<file path="config.mk">
export PLATFORM = sky130hd
export DESIGN_NAME = mte_op_scheduler
export DESIGN_NICKNAME = d
export VERILOG_FILES = /design/src/rtl/mte_op_scheduler.sv
export SDC_FILE = /design/constraint.sdc
export NUM_CORES = 1
export LEC_CHECK = 0
export ABC_AREA = 1
export ABC_CLOCK_PERIOD_IN_PS = 1490
export BUFFER_PORTS_ARGS = -buffer_cell sky130_fd_sc_hd__buf_2
export CORE_MARGIN = 4
export CORE_UTILIZATION = 26
export CTS_BUF_LIST = sky130_fd_sc_hd__clkbuf_4
export CTS_CLUSTER_DIAMETER = 30
export DETAILED_ROUTE_END_ITERATION = 10
export GPL_TIMING_DRIVEN = 0
export MAX_ROUTING_LAYER = met4
export PLACE_DENSITY_LB_ADDON = 0.3
export SLEW_MARGIN = 20
export SYNTH_ARGS = -nofsm -noshare
export SYNTH_HDL_FRONTEND = slang
export SYNTH_SLANG_ARGS = --single-unit
</file>
<file path="constraint.sdc">
create_clock -name clock -period 1.49 [get_ports clock]
set_clock_uncertainty 0.1 [all_clocks]
set_input_delay 0.0745 -clock clock [delete_from_list [all_inputs] [get_ports clock]]
set_output_delay 0.0745 -clock clock [all_outputs]
set_load 0.1 [all_outputs]
</file>
<file path="src/rtl/mte_op_scheduler.sv">
// Sequencing controller for the MAC-then-encrypt engine: round-robin arbitration of two
// requesters, shared key register, one engine operation in flight, valid/ready response port.
module mte_op_scheduler #(
  parameter int N       = 8,
  parameter int ENG_LAT = 2
) (
  input  logic           clock,
  input  logic           reset,
  input  logic           key_load,
  input  logic [N-1:0]   key_in,
  output logic           key_loaded,
  input  logic [1:0]     req_valid,
  output logic [1:0]     req_ready,
  input  logic [1:0]     req_sel,
  input  logic [4*N-1:0] req_data,
  output logic [N-1:0]   eng_key,
  output logic [2*N-1:0] eng_in,
  output logic           eng_sel,
  output logic           eng_start,
  input  logic [2*N-1:0] eng_out,
  input  logic           eng_eq,
  output logic           rsp_valid,
  input  logic           rsp_ready,
  output logic           rsp_id,
  output logic [2*N-1:0] rsp_data,
  output logic           rsp_auth_ok,
  output logic           busy
);

  typedef enum logic [1:0] {S_IDLE, S_WAIT, S_RESP} state_t;

  state_t         r_state;
  state_t         w_state_nxt;
  logic [N-1:0]   r_key;
  logic           r_key_loaded;
  logic           r_last_grant;
  logic [3:0]     r_cnt;
  logic [2*N-1:0] r_eng_in;
  logic           r_eng_sel;
  logic           r_eng_start;
  logic           r_rsp_id;
  logic [2*N-1:0] r_rsp_data;
  logic           r_rsp_auth_ok;

  logic [1:0]     w_eligible;
  logic [1:0]     w_grant;
  logic           w_accept;
  logic           w_win;
  logic           w_capture;

  // A key_load in IDLE wins over any request; the grant slips by one cycle.
  always_comb begin
    // NOTE: every signal written here gets a default first so no latch is inferred.
    w_eligible = 2'b00;
    w_grant    = 2'b00;
    if (r_state == S_IDLE) begin
      w_eligible = req_valid & {2{r_key_loaded & ~key_load}};
    end
    w_grant = w_eligible;
    if (w_eligible == 2'b11) begin
      w_grant = r_last_grant ? 2'b01 : 2'b10;
    end
  end

  assign w_accept  = |w_grant;
  assign w_win     = w_grant[1];
  assign w_capture = (r_state == S_WAIT) && (r_cnt == 4'd1);

  always_ff @(posedge clock or posedge reset) begin
    if (reset) begin
      r_state <= S_IDLE;
    end else begin
      // NOTE: sequential state uses non-blocking assignment so all flops update together.
      r_state <= w_state_nxt;
    end
  end

  always_comb begin
    w_state_nxt = r_state;
    rsp_valid   = 1'b0;
    busy        = 1'b1;
    case (r_state)
      S_IDLE: begin
        busy = 1'b0;
        if (w_accept) w_state_nxt = S_WAIT;
      end
      S_WAIT: begin
        if (w_capture) w_state_nxt = S_RESP;
      end
      S_RESP: begin
        rsp_valid = 1'b1;
        if (rsp_ready) w_state_nxt = S_IDLE;
      end
      default: begin
        w_state_nxt = S_IDLE;
      end
    endcase
  end

  always_ff @(posedge clock or posedge reset) begin
    if (reset) begin
      r_key         <= '0;
      r_key_loaded  <= 1'b0;
      r_last_grant  <= 1'b1;
      r_cnt         <= '0;
      r_eng_in      <= '0;
      r_eng_sel     <= 1'b0;
      r_eng_start   <= 1'b0;
      r_rsp_id      <= 1'b0;
      r_rsp_data    <= '0;
      r_rsp_auth_ok <= 1'b0;
    end else begin
      r_eng_start <= 1'b0;
      if ((r_state == S_IDLE) && key_load) begin
        r_key        <= key_in;
        r_key_loaded <= 1'b1;
      end
      if (w_accept) begin
        r_eng_in     <= w_win ? req_data[4*N-1:2*N] : req_data[2*N-1:0];
        r_eng_sel    <= req_sel[w_win];
        r_rsp_id     <= w_win;
        r_last_grant <= w_win;
        r_cnt        <= 4'(ENG_LAT);
        r_eng_start  <= 1'b1;
      end
      if (r_state == S_WAIT) begin
        r_cnt <= r_cnt - 4'd1;
      end
      // A failed MAC check on decrypt suppresses the plaintext entirely.
      if (w_capture) begin
        if (r_eng_sel) begin
          r_rsp_data    <= eng_out;
          r_rsp_auth_ok <= 1'b1;
        end else if (eng_eq) begin
          r_rsp_data    <= {{N{1'b0}}, eng_out[2*N-1:N]};
          r_rsp_auth_ok <= 1'b1;
        end else begin
          r_rsp_data    <= '0;
          r_rsp_auth_ok <= 1'b0;
        end
      end
    end
  end

  assign req_ready   = w_grant;
  assign key_loaded  = r_key_loaded;
  assign eng_key     = r_key;
  assign eng_in      = r_eng_in;
  assign eng_sel     = r_eng_sel;
  assign eng_start   = r_eng_start;
  assign rsp_id      = r_rsp_id;
  assign rsp_data    = r_rsp_data;
  assign rsp_auth_ok = r_rsp_auth_ok;

endmodule

</file>
# Word-level counts from Yosys, hierarchy flattened
# Index checks and enable logic that the tools add are counted.
[op_classes]
div = 0
shifts = 0
add_sub_neg = 1
n_bitwise = 3
n_eq_ne = 7
order_cmp = 1
reduce_logical = 6
n_mul = 0
mux = 19
[op_table]
columns = ["op", "count"]
rows = [
  ["16-bit 2-to-1 mux", 2],
  ["2-bit 2-to-1 mux", 6],
  ["4-bit 2-to-1 mux", 2],
  ["8-bit 2-to-1 mux", 1],
  ["1-bit 2-to-1 mux", 7],
  ["2-bit inequality test, second input constant", 3],
  ["2-bit case mux with 3 select lines", 1],
  ["2-bit == test, second input constant", 2],
  ["4-bit by 1-bit == test with 1-bit output, second input constant", 1],
  ["4-bit by 1-bit subtractor with 4-bit output, second input constant", 1],
  ["3-bit AND reduction", 1],
  ["2-bit bitwise AND", 1],
  ["2-bit by 1-bit == test with 1-bit output, second input constant", 1],
  ["1-bit logical AND", 2],
  ["2-bit logical NOT", 1],
  ["1-bit by 2-bit less-than comparator with 1-bit output, second input constant", 1],
  ["2-bit nonzero test", 1],
  ["2-bit OR reduction", 1],
  ["1-bit bitwise AND", 1],
  ["1-bit NOT", 1],
]
[totals]
mem_count = 0
word_cells = 48
latch_bits = 0
ram_bits = 0
rom_bits = 0
ff_bits = 52

# Longest topological paths before layout
# Gate-level depths: netlist of the first run.
[depth]
ltp_word = 9
ltp_mapped = 8
depth_no_buf = 7

# Worst setup path before layout of the first run
# Ideal clock, no wire load.
[synth_path]
kind = "flip-flop to output port"
start = "reg r_key_loaded (netlist: key_loaded)"
end = "out req_ready[0]"
t_required_ns = 1.316
arrival_ns = 2.832
stages_incl_launch_ff = 5
setup_slack_ns = -1.516
path_buffers = 1
cell_sequence = "dfrtp_1 -> nand3_1 -> nor2_8 -> buf_4 -> a21oi_1"
[synth_via]
elab_chain_cells = 5
[synth_rtl]
columns = ["element", "line_no", "text"]
rows = [
  ["start, declared", "35", "logic r_key_loaded;"],
  ["start signal, assigned", "103", "r_key_loaded <= 1'b0;"],
  ["start signal, assigned", "116", "r_key_loaded <= 1'b1;"],
  ["1-bit bitwise AND *", "57", "w_eligible = req_valid & {2{r_key_loaded & ~key_load}};"],
  ["2-bit bitwise AND *", "57", ""],
  ["2-bit 2-to-1 mux *", "56", "if (r_state == S_IDLE) begin"],
  ["2-bit == test", "60", "if (w_eligible == 2'b11) begin"],
  ["2-bit 2-to-1 mux *", "60", ""],
  ["end, declared", "13", "output logic [1:0] req_ready,"],
]
# Mark *: on every way between the ends. The rest lies on a longest branch, timed or not.

# Final worst setup path of the first run
[layout_path]
start = "reg r_state[1]"
end = "out req_ready[0]"
[layout_via]
elab_chain_cells = 4
[layout_rtl]
columns = ["element", "line_no", "text"]
rows = [
  ["start, declared", "32", "state_t r_state;"],
  ["start signal, assigned", "74", "r_state <= w_state_nxt;"],
  ["2-bit logical NOT *", "56", ""],
  ["2-bit 2-to-1 mux *", "56", ""],
  ["2-bit == test", "60", ""],
  ["2-bit 2-to-1 mux *", "60", ""],
]
# Marks and branches as above.

==> results of run 1 <==
[per-stage QoR]
stage / setup TNS, ns / util (%) / setup slack [ns] / instance area, um2 / instances
global placement: -40.31 / 34.7 / -0.943 / 3380 / 551
global route: -7.33 / 47.9 / -0.333 / 4660 / 644
CTS: -2.07 / 43.8 / -0.259 / 4260 / 632
finish: -3.17 / 47.9 / -0.236 / 4660 / 644
floorplan: -1.79 / - / -0.259 / 2650 / 306
detailed placement: -0.594 / 34.7 / -0.261 / 3380 / 551
[sequential cells by signal, indices dropped and copies added (netlist names)]
register,count
key_loaded,1
eng_in,16
rsp_data,16
eng_sel,1
rsp_id,1
rsp_auth_ok,1
r_state,2
r_cnt,4
eng_start,1
eng_key,8
r_last_grant,1
[what timing repair did]
item                                    4_1_cts  5_1_grt
buffers inserted                             11        6
hold endpoints to repair                     95        0
gates resized for setup                      34       79
gates cloned                                  1        6
hold buffers                                 62        0
pin swaps                                     5       17
endpoints found under the setup margin       36       54
[synth_stat cells]
master	count	area [um2]
clkbuf_1	3	11.3
inv_1	46	173
buf_4	2	15.0
buf_2	6	30.0
buf_1	1	3.75
nand2_4	1	11.3
o21ai_1	1	5.00
dfstp_2	1	26.3
nand4_1	1	6.26
nand2_1	69	259
ha_1	2	25.0
nand3_1	53	265
nand3_4	1	17.5
nor2_1	14	52.6
o21ai_0	11	55.1
a21oi_1	2	10.0
xor2_1	1	8.76
a31oi_1	9	56.3
dfrtp_1	51	1280
mux2_2	8	90.1
nor2_8	1	20.0
o22ai_1	1	6.26
o211ai_2	1	12.5
nor2_4	2	22.5
nand2_2	13	81.3
buf_6	3	33.8
inv_2	2	7.51
[cells by family (layout without fill, tap and decap cells)]
kind of cell | count (synthesis) | after routing | synth area share, %
flip-flops | 52 | 52 | 50.5
buffers and inverters | 63 | 268 | 10.6
AO/OA/AOI/OAI | 25 | 25 | 5.62
XOR/XNOR | 1 | 1 | 0.339
AND/OR/NAND/NOR | 155 | 155 | 28.5
multiplexers | 8 | 8 | 3.49
adder cells (fa/ha/maj) | 2 | 2 | 0.969
[layout make-up]
cell class,instances,area (um2)
buffer,14,140
clock buffer,6,45.0
clock inverter,2,16.3
fill,958,5070
inverter,48,191
multi-input combinational,191,1300
sequential,52,1310
tap,133,166
timing repair buffer,198,1500
[worst paths after layout]
kind	end	slack, ns	cells after the start
setup / recovery	req_ready[0]	-0.24	5
hold reg to reg	eng_in[10]$_DFFE_PP0P_	0.39	2
max in group asynchronous	r_state[0]$_DFFE_PP0P_	0.59	3
setup reg to reg	rsp_data[1]$_DFFE_PP0P_	-0.12	8
hold / removal	r_last_grant$_DFFE_PP1P_	0.13	6
min in group asynchronous	eng_key[6]$_DFFE_PP0P_	0.23	3
[layer usage]
layer | vias to the layer above | part of all wire (%)
met5 | - | 0
met2 | 72 | 53
met1 | 1333 | 42
met3 | 9 | 4.5
met4 | 0 | 0.99
li1 | 1372 | -
[tightest hold or removal path, cell delays in order]
cell	delay (ns)
buf_2	0.13
nand3_4	0.10
nor2_8	0.05
nand2_8	0.07
buf_6	0.12
o21ai_1	0.06
==> results.cfg, run 1 <==
[clocking]
cts_tree = yes
clkLatencyLatePin_ns = 0.37
numCtsBuffers = 5
clk_path_buf_depth = 2
clock-root-buffer = clkbuf_4
cts.sinks = 52
cts_max_level = 2
clkTransAtPathRegs_ns = 0.16

[yosys]
syn-mean-instance-area_um2 = 8.44
syn_nets = 373
syn_inst = 306
ys_types = 27
syn_area_um2 = 2580
ys_seq_area_share_pct = 50.5
yosysWarnings = 0
ys_ff_latch = 52

[setup_path]
r2r-start = r_state[1]$_DFFE_PP0P_
cp-end-kind = output pin
crit_path_start_kind = register
crit_type = reg2out
path_buf_inv = 2
cp_slowest_cell = dfrtp_1
crit_family = flip-flops
critPathRequiredTime_ns = 1.32
crit_chain = nor2_4, buf_6, nand3_4, a21oi_4, buf_12
cp_slowest_stage_delay_ns = 0.46
startpoint = r_state[1]$_DFFE_PP0P_
arrival_ns = 1.55
crit_fanout = 2

[timing]
worst_slack_ns = -0.236
finalCritPeriodShare_pct = 116
slew_headroom_pct = 55.4
maxSlewViolCount = 0
tightest_slew_ns = 0.669
fmax_mhz = 579
fin_hold_ws_ns = 0.132
period_minus_slack_ns = 1.73
rsz0062_at_grt = yes
finalSetupViolCount = 45
finalHoldViolCount = 0

[floorplanning]
io_pins = 114
initial_core_util_pct = 26.5
rows = 36
dieHeight_um = 108
die_w_um = 108
die_area_um2 = 11600
core_um2 = 9730

[global_routing]
grt.met3_usage_pct = 2.76
grt-ovfl-total = 0
use_met1_pct = 17.1
top_usage_layer = met2
use_met2_pct = 25.9
antenna_found_initial = 0
grt_first_pass_wirelength_um = 13200
grt_pass1_vias = 2815
grt_max_degree = 53
gr-usage-all-layers_pct = 14.6

[detailed_routing]
dr.pass1.iters = 4
drc = 0
vias = 2786
wl_per_cell_um = 13.6
antenna_left = 0
vias_per_cell = 4.33
drtIter0Drc = 122
routed_wl_um = 8760

[status]
violations = setup timing
status = complete, but fails checks

[layout]
n_antenna_cell = 0
area_growth_pct = 80.6
fin_nets = 577
final_cell_mix = 110 x buf_2, 62 x nand2_1, 62 x dlygate4sd3_1
mostFrequentLayoutCell = buf_2
drive_gt1_share_pct = 46.6

[min_path]
hp-start = req_valid[1]
min_path_type = in2reg

[placement]
port_buffers = 112
dp_hpwl_um = 5270
gp_congestion = 0.771

[job]
drv_cap = 0
Power of run 1 is left out: the tool's default activity adds up to more than one toggle a clock period on the data nets, which glitch-free logic cannot reach.
==> run 2: changes to the inputs <==
- ABC_CLOCK_PERIOD_IN_PS: 1490 -> 1800
- TNS_END_PERCENT: not set -> 30
- clock period: 1.49 -> 1.8 ns (I/O delays scaled with it)
==> run 2 against run 1 <==
Effect of this change: the flow now finishes without violations; die area unchanged; critical endpoint is now req_ready[1]; cell count is 3.3% lower; critical path type unchanged; setup slack improved by 0.31 ns; register-to-register slack improved by 0.31 ns; cell area down 13%; wire length decreased by 9.6%.
==> results.cfg, run 2 (synthesis results as in run 1) <==
[global_routing]
use_met2_pct = 27.0
gr-usage-all-layers_pct = 14.4
top_usage_layer = met2
grt-ovfl-total = 0
grt.met3_usage_pct = 2.70
use_met1_pct = 15.4
grt_first_pass_wirelength_um = 13000
grt_pass1_vias = 2828
grt_max_degree = 53
antenna_found_initial = 0

[detailed_routing]
dr.pass1.iters = 4
routed_wl_um = 7910
drc = 0
antenna_left = 0
vias_per_cell = 4.38
drtIter0Drc = 134
vias = 2728
wl_per_cell_um = 12.7

[setup_path]
arrival_ns = 1.53
critPathRequiredTime_ns = 1.61
startpoint = r_state[0]$_DFFE_PP0P_
crit_path_start_kind = register
crit_type = reg2out
cp_slowest_cell = dfrtp_2
crit_fanout = 11
rrSetupSlack_ns = 0.19
crit_chain = inv_1, nand2_4, nor2_8, nand2_8, clkinvlp_4, buf_12
crit_end = req_ready[1]
cp_slowest_stage_delay_ns = 0.47
cp-end-kind = output pin
r2r-start = r_state[0]$_DFFE_PP0P_
reg2reg_depth = 7
r2r_end = eng_sel$_DFFE_PP0P_

[clocking]
cts_tree = yes
clk_path_buf_depth = 2
clock-root-buffer = clkbuf_4
cts.sinks = 52
clkLatencyLatePin_ns = 0.38
clkTransAtPathRegs_ns = 0.14
numCtsBuffers = 5
cts_max_level = 2

[floorplanning]
rows = 36
core_um2 = 9730
dieHeight_um = 108
io_pins = 114
die_area_um2 = 11600
initial_core_util_pct = 26.5
die_w_um = 108

[timing]
rsz0062_at_grt = yes
period_minus_slack_ns = 1.72
finalHoldViolCount = 0
tightest_slew_ns = 0.652
finalCritPeriodShare_pct = 95.7
maxSlewViolCount = 0
finalSetupViolCount = 0
fmax_mhz = 581
fin_setup_tns_ns = 0
slew_headroom_pct = 56.5

[layout]
final_cells = 623
finalInstanceArea_um2 = 4070
mostFrequentLayoutCell = buf_2
n_antenna_cell = 0
final_cell_mix = 116 x buf_2, 69 x nand2_1, 60 x dlygate4sd3_1
area_growth_pct = 57.6
fill_cells = 989
fin_nets = 556
drive_gt1_share_pct = 35.1

[placement]
gp_congestion = 0.824
placed_cells = 551
port_buffers = 112
dp_hpwl_um = 5270
placed_area_um2 = 3340

[status]
status = completed

[job]
drv_cap = 0

[min_path]
min_path_type = in2reg
==> run 2: final cells by class <==
class	instances	area, um2	share of cell area, %
Multi-Input combinational cell	191	1040	25.6
Inverter	48	186	4.58
Clock buffer	6	45.0	1.11
Clock inverter	2	11.3	0.277
Tap cell	133	166	4.09
Timing Repair Buffer	177	1220	30.1
Sequential cell	52	1310	32.1
Buffer	14	90.1	2.21
==> run 2: worst min-delay path by stage <==
stage | startpoint | endpoint | depth (start not counted)
final | req_sel[1] | eng_sel$_DFFE_PP0P_ | 5
after floorplan | rsp_ready | r_state[1]$_DFFE_PP0P_ | 1
after CTS | req_sel[1] | eng_sel$_DFFE_PP0P_ | 5
after global routing | req_sel[1] | eng_sel$_DFFE_PP0P_ | 5
after global placement | rsp_ready | r_state[1]$_DFFE_PP0P_ | 2
after detailed placement | reset | rsp_data[0]$_DFFE_PP0P_ | 2
==> run 2: per-stage QoR <==
stage	worst slack (ns)	hold slack [ns]	utilization, %
final	0.0781	0.0188	41.8
after global routing	-0.0312	0.0232	41.8
after CTS	0.00333	0.0188	41.4
after detailed placement	0.0716	0.145	34.3
after global placement	-0.654	0.199	34.3
after floorplan	-0.0730	0.0910	-
==> run 2: layer usage <==
| metal | routed length [um] | part of all wire (%) |
|---|---|---|
| met5 | 0 | 0 |
| met4 | 146 | 1.8 |
| met3 | 395 | 5.0 |
| met2 | 4260 | 54 |
| met1 | 3110 | 39 |
==> run 2: timing repair <==
| item | 4_1_cts | 5_1_grt |
|---|---|---|
| gates resized for setup | 7 | 5 |
| pin swaps | 3 | 0 |
| hold buffers | 60 | 0 |
| buffers inserted | 3 | 2 |
| hold endpoints to repair | 94 | 0 |
| setup endpoints to repair | 2 | 2 |
==> run 2: worst max-delay path, delay by kind of cell (launching register included) <==
kind,cells,cell delay (ns)
buf+inv,3,0.36
flops,1,0.47
simple gates,3,0.32
Power of run 2 is left out for the same reason.
